$ cat src/rtl/uart_tx_sched.sv
// Round-robin scheduler sharing one UART byte transmitter among NREQ requesters,
// with bounded bursts, per-byte busy tracking and a sticky acknowledge timeout.
module uart_tx_sched #(
    parameter int unsigned NREQ        = 4,
    parameter int unsigned BURST_MAX   = 16,
    parameter int unsigned ACK_TIMEOUT = 255,
    localparam int unsigned IW         = $clog2(NREQ)
) (
    input  logic              clk,
    input  logic              reset,
    input  logic [NREQ-1:0]   req_valid,
    input  logic [8*NREQ-1:0] req_data,
    input  logic [NREQ-1:0]   req_last,
    output logic [NREQ-1:0]   req_ready,
    output logic              tx_start,
    output logic [7:0]        tx_data,
    input  logic              tx_busy,
    output logic [IW-1:0]     grant_id,
    output logic              active,
    output logic              err_timeout
);

    localparam int unsigned BW = 8;
    localparam int unsigned TW = 16;

    typedef enum logic [1:0] {
        ARB,
        SEND,
        WAIT_ACK,
        WAIT_DONE
    } state_t;

    state_t          state_q, state_d;
    logic [IW-1:0]   ptr_q, ptr_d;
    logic [IW-1:0]   grant_d;
    logic [BW-1:0]   bcnt_q, bcnt_d;
    logic [TW-1:0]   tcnt_q, tcnt_d;
    logic            last_q, last_d;
    logic [7:0]      tx_data_d;
    logic            tx_start_d;
    logic            err_d;
    logic            active_d;

    logic            arb_hit;
    logic [IW-1:0]   arb_idx;
    logic [IW-1:0]   release_ptr;
    int unsigned     cand;

    // Rotating priority search starting at ptr_q
    always_comb begin
        arb_hit = 1'b0;
        arb_idx = '0;
        cand    = 0;
        for (int unsigned k = 0; k < NREQ; k++) begin
            cand = (32'(ptr_q) + k) % NREQ;
            if (!arb_hit && req_valid[IW'(cand)]) begin
                arb_hit = 1'b1;
                arb_idx = IW'(cand);
            end
        end
    end

    assign release_ptr = (grant_id == IW'(NREQ - 1)) ? '0 : grant_id + IW'(1);

    always_comb begin
        state_d    = state_q;
        ptr_d      = ptr_q;
        grant_d    = grant_id;
        bcnt_d     = bcnt_q;
        tcnt_d     = tcnt_q;
        last_d     = last_q;
        tx_data_d  = tx_data;
        tx_start_d = 1'b0;
        err_d      = err_timeout;
        req_ready  = '0;

        unique case (state_q)
            ARB: begin
                if (arb_hit) begin
                    grant_d = arb_idx;
                    bcnt_d  = '0;
                    state_d = SEND;
                end
            end
            SEND: begin
                req_ready[grant_id] = req_valid[grant_id];
                if (req_valid[grant_id]) begin
                    tx_data_d  = req_data[{grant_id, 3'b000} +: 8];
                    last_d     = req_last[grant_id];
                    bcnt_d     = bcnt_q + BW'(1);
                    tcnt_d     = '0;
                    tx_start_d = 1'b1;
                    state_d    = WAIT_ACK;
                end else begin
                    ptr_d   = release_ptr;
                    state_d = ARB;
                end
            end
            WAIT_ACK: begin
                // Busy already high on the strobe cycle counts as the acknowledge
                if (tx_busy) begin
                    state_d = WAIT_DONE;
                end else begin
                    tcnt_d = tcnt_q + TW'(1);
                    if (tcnt_d == TW'(ACK_TIMEOUT)) begin
                        err_d   = 1'b1;
                        ptr_d   = release_ptr;
                        state_d = ARB;
                    end
                end
            end
            WAIT_DONE: begin
                if (!tx_busy) begin
                    if (last_q || (bcnt_q == BW'(BURST_MAX))) begin
                        ptr_d   = release_ptr;
                        state_d = ARB;
                    end else begin
                        state_d = SEND;
                    end
                end
            end
            default: state_d = ARB;
        endcase

        active_d = (state_d != ARB);
    end

    always_ff @(posedge clk) begin
        if (reset) begin
            state_q     <= ARB;
            ptr_q       <= '0;
            grant_id    <= '0;
            bcnt_q      <= '0;
            tcnt_q      <= '0;
            last_q      <= 1'b0;
            tx_data     <= 8'h00;
            tx_start    <= 1'b0;
            err_timeout <= 1'b0;
            active      <= 1'b0;
        end else begin
            state_q     <= state_d;
            ptr_q       <= ptr_d;
            grant_id    <= grant_d;
            bcnt_q      <= bcnt_d;
            tcnt_q      <= tcnt_d;
            last_q      <= last_d;
            tx_data     <= tx_data_d;
            tx_start    <= tx_start_d;
            err_timeout <= err_d;
            active      <= active_d;
        end
    end

endmodule

$ cat config.mk
export PLATFORM = sky130hd
export DESIGN_NAME = uart_tx_sched
export DESIGN_NICKNAME = d
export VERILOG_FILES = /design/src/rtl/uart_tx_sched.sv
export SDC_FILE = /design/constraint.sdc
export NUM_CORES = 1
export LEC_CHECK = 0
export BUFFER_PORTS_ARGS = -buffer_cell sky130_fd_sc_hd__clkbuf_2
export CORE_UTILIZATION = 25
export CTS_CLUSTER_DIAMETER = 150
export DETAILED_ROUTE_END_ITERATION = 8
export GPL_ROUTABILITY_DRIVEN = 1
export GPL_TIMING_DRIVEN = 0
export MAX_ROUTING_LAYER = met4
export PLACE_DENSITY = 0.43
export SLEW_MARGIN = 20
export SYNTH_ARGS = -nofsm -noshare
export SYNTH_HDL_FRONTEND = slang
export SYNTH_SLANG_ARGS = --single-unit
export TNS_END_PERCENT = 30
$ cat constraint.sdc
create_clock -name clk -period 2 [get_ports clk]
set_input_delay 0 -clock clk [delete_from_list [all_inputs] [get_ports clk]]
set_output_delay 0 -clock clk [all_outputs]
set_load 0.05 [all_outputs]
# Word-level counts from Yosys, hierarchy flattened
# Index checks and enable logic that the tools add are counted.
dict set report classes {
  bitwise 3
  n_addsub 6
  reduce_logical 20
  shift 1
  n_lt_le_gt_ge 6
  n_mux 44
  n_eq_ne 13
}
# op count
set ops {}
lappend ops {{$mux 16} 2}
lappend ops {{$pmux 16 s2} 1}
lappend ops {{$shiftx 32x6->8} 1}
lappend ops {{$mux 2} 15}
lappend ops {{$add 16x1->16 const B} 1}
lappend ops {{$eq 16x8->1 const B} 1}
lappend ops {{$mux 8} 2}
lappend ops {{$pmux 8 s2} 1}
lappend ops {{$lt 2x3->1 const B} 5}
lappend ops {{$ne 2x2->1 const B} 7}
lappend ops {{$mux 1} 13}
lappend ops {{$bmux 1 s2} 6}
lappend ops {{$reduce_and 3->1} 3}
lappend ops {{$add 8x1->8 const B} 1}
lappend ops {{$eq 8x5->1 const B} 1}
lappend ops {{$pmux 2 s4} 1}
lappend ops {{$eq 2x2->1 const B} 3}
lappend ops {{$pmux 2 s3} 1}
lappend ops {{$reduce_and 6->1} 1}
lappend ops {{$reduce_bool 2->1} 3}
lappend ops {{$add 2x1->2 const B} 2}
lappend ops {{$add 2x2->2 const B} 2}
lappend ops {{$and 4x4->4} 1}
lappend ops {{$logic_and 1x1->1} 4}
lappend ops {{other kinds (11)} 15}
dict set report word_totals {
  out_inout_bits 17
  regBits 42
}

# Depth between registers and ports, before layout
dict set report depth {
  depth_word 15
  mapped_depth 8
}

# Worst setup path after synthesis
# No wires, ideal clock.
dict set report synth_timing {
  kind {reg2reg}
  from {register grant_id[0]}
  to {register ptr_q[1]}
  path_slack_ns -0.248
  path_stages_with_launch 7
  t_arrival_ns 2.174
  cell_sequence {dfxtp_1 clkbuf_1 inv_1 ha_1 nand2_1 or3_1 a31oi_1}
}
dict set report synth_between {
  elab_chain_cells 5
}
# element line_no
set synth_lines {}
lappend synth_lines {{from (decl)} 18} ;# output logic [IW-1:0] grant_id,
lappend synth_lines {{from (signal assigned)} 143} ;# grant_id <= grant_d;
lappend synth_lines {{$add 2x1->2 or $eq 2x2->1 (tied branches)} 63} ;# assign release_ptr = (grant_id == IW'(NREQ - 1)) ? '0 : grant_id + IW'(1);
lappend synth_lines {{$mux 2 (*)} 63}
lappend synth_lines {{$mux 2, on equally long branches} {114, 105}}
lappend synth_lines {{$mux 2, on equally long branches} {113, 101}}
lappend synth_lines {{$pmux 2 s3 (*)} 77} ;# unique case (state_q)
lappend synth_lines {{net ptr_d[1]} 34} ;# logic [IW-1:0] ptr_q, ptr_d;
lappend synth_lines {{to (signal assigned)} 142} ;# ptr_q <= ptr_d;
lappend synth_lines {{to (decl)} 34}
# The timed path passes the listed nets; every way through them passes the cells marked *. The select of a mux whose other input is x is not followed.
# A chain may end at the register's enable or synchronous reset.

# Worst setup path in the final report
dict set report layout_timing {
  from {register tcnt_q[1]}
  to {register ptr_q[1]}
}
dict set report layout_between {
  elab_chain_cells 4
}
# element line_no
set layout_lines {}
lappend layout_lines {{from (decl)} 37} ;# logic [TW-1:0] tcnt_q, tcnt_d;
lappend layout_lines {{from (signal assigned)} 145} ;# tcnt_q <= tcnt_d;
lappend layout_lines {{$add 16x1->16} 104} ;# tcnt_d = tcnt_q + TW'(1);
lappend layout_lines {{$eq 16x8->1} 105} ;# if (tcnt_d == TW'(ACK_TIMEOUT)) begin
lappend layout_lines {{$ne 2x2->1 (no source line)} n/a}
lappend layout_lines {{$reduce_and 6->1 (no source line)} n/a}
# Every way passes these cells.

==> flow_summary.yaml <==
route:
  drt_first_iter_violations: 87
  post_drt_wl_per_cell_um: 13.8
  vias: 2557
  drc: 0
  drtAntennaViolNets: 0
  wirelength_um: 7350
  vias_per_cell: 4.82
  dr.pass1.iters: 6
yosys:
  synth.largest_area_cell: "dfxtp_1"
  synth_common_cells: "42 x dfxtp_1, 38 x a21oi_1, 38 x nor2_1, 34 x nand2_1"
  ys.flop_type: "dfxtp_1"
  yosysWarnings: 0
  yosys_register_bits: 42
  seq_area_frac_synth: 0.320
  netlist_instances: 314
  synth_area_per_cell_um2: 8.38
  yosysUniqueCellTypes: 58
  synth_most_common_cell: "dfxtp_1"
  async_flop_share: 0
  synth.area.top_cells: "dfxtp_1 32%, mux4_2 8.6%, a21oi_1 7.2%"
  syn_area_mm2: 0.00263
  synth_enable_flop_cells: 0
  post-synth-top-area-fraction: 0.320
  syn-num-nets: 365
critical_path:
  crit_chain: "buf_4, a21boi_2, o21ai_2, a2111oi_4, o211ai_2, or3_1, a31oi_1"
  path_max_fanout: 5
  crit_start: "tcnt_q[1]$_SDFFE_PP0P_"
  criticalPathCategory: "reg2reg"
  cpPeakStageDelay_ns: 0.41
  cp_top_family: "compound AO/OA/AOI/OAI gates"
  crit_buf_inv: 1
  crit_required_ns: 2.23
  crit_arrival_ns: 2.20
  startpoint_type: "flop"
  critPathSlowestCell: "or3_1"
  cp-end-kind: "flop"
  reg2reg_from: "tcnt_q[1]$_SDFFE_PP0P_"
sta:
  hold_ws_ns: 0.0465
  setup_ws_ns: 0.0328
  setup_viol: 0
  clock.fmax_mhz: 508
  period_needed_ns: 1.97
  slew_headroom: 0.316
  hold_viol_final: 0
  rsz0062_at_grt: "true"
  worstMarginPinSlew_ns: 1.02
  finalCritPeriodShare: 0.984
  skew_ns: 0.00540
  slew_viol_final: 0
clock_network:
  clock_path_buffers: 2
  worstSkewPairLatency_ns: 0.30
  cts_tree: "done"
  cts.clk_slew.worst_paths_ns: 0.09
  clock-root-buffer: "clkbuf_8"
  htreeDepth: 2
  numClockSinks: 42
  cts_buffers: 5
worst_hold_path:
  hp-start: "reset"
  min-delay-path-class: "in2reg"
floorplanning:
  initial_core_util: 0.256
  io_pins: 60
  fp-row-count: 37
  core_mm2: 0.0103
  die-width_um: 105
  fp.dieH_um: 105
  die-area_mm2: 0.0109
global_routing:
  grt_max_degree: 15
  grt_usage: 0.144
  antenna_found_initial: 0
  overflow: 0
  grt_pass1_wl_um: 12300
  grt_pass1_vias: 2433
pwr:
  internal-power_mw: 1.50
  seq_power_share: 0.399
  power_mw: 2.41
  swShare: 0.378
  pwr_density_cell_mw_per_mm2: 695
  leakage_nw: 1.34
  irDropWorstVdd_v: 0.000341
  p_comb_frac: 0.358
  pwr-share-clk: 0.243
  switchingPower_mw: 0.911
job:
  drv_cap: 0
layout:
  drive_gt1_frac: 0.365
  area_delta_synth_final_pct: 31.7
  utilization: 0.337
  n_antenna_cell: 0
  final_cells: 531
  filler_cell_count: 1117
  fin_nets: 445
placed_design:
  gp_congestion: 0.807
  io_buffer_count: 58
  dpl_worst_slack_ns: -0.420
  dp.cells: 508
  dp_hpwl_um: 5270
outcome:
  status: "completed"
-- final timing paths --
kind / slack (ns) / depth (start not counted) / end
max reg2reg: 0.03 / 7 / ptr_q[1]$_SDFFE_PP0P_
max: 0.03 / 7 / ptr_q[1]$_SDFFE_PP0P_
min reg2reg: 0.46 / 2 / tx_data[4]$_SDFFE_PP0P_
min: 0.05 / 3 / tcnt_q[3]$_SDFFE_PP0P_
-- placed cells by master (no fill, tap or decap), drive strengths merged, types with 2 or more instances in the layout --
master   n
a31oi    5
nand2   34
clkbuf  70
nand3b   2
and2     6
and3b    2
o211ai   3
and3     6
a21oi   38
nor2b    4
o21ai   11
a311oi   3
dfxtp   42
clkinv   2
nor4     3
o22ai    5
or3      4
xnor2    2
nor3b    3
xor2     6
buf     28
nand4b   2
nand2b   5
ha       8
nand3   11
and4     2
nor2    39
a21boi   3
mux4    10
nand4    8
nor3     8
inv      8
-- power by group through the flow --
stage                     Combinational, mW  Clock [mW]  Sequential, mW
after floorplan                       0.448           0            1.08
after global placement                0.774           0           0.981
after detailed placement              0.777           0           0.983
after CTS                             0.831       0.599           0.954
after global routing                  0.953       0.641           0.974
final                                 0.863       0.586           0.960
-- tightest hold or removal path: stages --
cell      delay [ns]
clkbuf_2        0.09
clkbuf_8        0.16
a311oi_1        0.05
-- flip-flops by register name (all words and copies together) (netlist names) --
name         flops
tcnt_q          16
bcnt_q           8
tx_data          8
grant_id         2
ptr_q            2
state_q          2
active           1
err_timeout      1
last_q           1
tx_start         1
-- metal layers --
layer  routed length [um]  vias to the layer above  part of all wire  global-route usage
li1                     -                     1292                 -                   -
met1                 3480                     1208              0.47               0.194
met2                 3510                       51              0.48               0.225
met3                  288                        6             0.039              0.0218
met4                   70                        0            0.0095              0.0382
met5                    0                        -                 0                   -
-- cells by family (layout without fill, tap and decap cells) --
kind of cell / after synthesis / count (layout) / share of synthesized area
simple gates: 140 / 140 / 0.281
compound gates: 77 / 77 / 0.189
flops: 42 / 42 / 0.320
buf+inv: 28 / 109 / 0.0571
mux: 11 / 11 / 0.0894
fa+ha+maj: 8 / 8 / 0.0380
xor+xnor: 8 / 8 / 0.0266
-- stage by stage --
stage          area [um^2]  setup TNS (ns)
3_3_place_gp          3100           -4.03
6_report              3470               0
4_1_cts               3330         -0.0100
5_1_grt               3470          -0.122
3_5_place_dp          3100           -3.92
2_1_floorplan         2640         -0.0574
-- timing repair --
action / 4_1_cts / 5_1_grt
pin swaps: 6 / 12
gates resized for setup: 25 / 21
hold buffers: 0 / 0
setup endpoints to repair: 36 / 23
buffers inserted: 8 / 11
hold endpoints to repair: 0 / 0
-- area by class of cell --
| cell class | count | area, um^2 | share of cell area |
|---|---|---|---|
| inverter | 8 | 30.0 | 0.00866 |
| timing repair buffer | 77 | 455 | 0.131 |
| clock inverter | 3 | 21.3 | 0.00614 |
| tap | 136 | 170 | 0.0491 |
| multi-input combinational | 244 | 1740 | 0.503 |
| sequential | 42 | 860 | 0.248 |
| clock buffer | 5 | 68.8 | 0.0199 |
| buffer | 16 | 118 | 0.0339 |
Note: power is estimated with default switching activity, not from simulation.
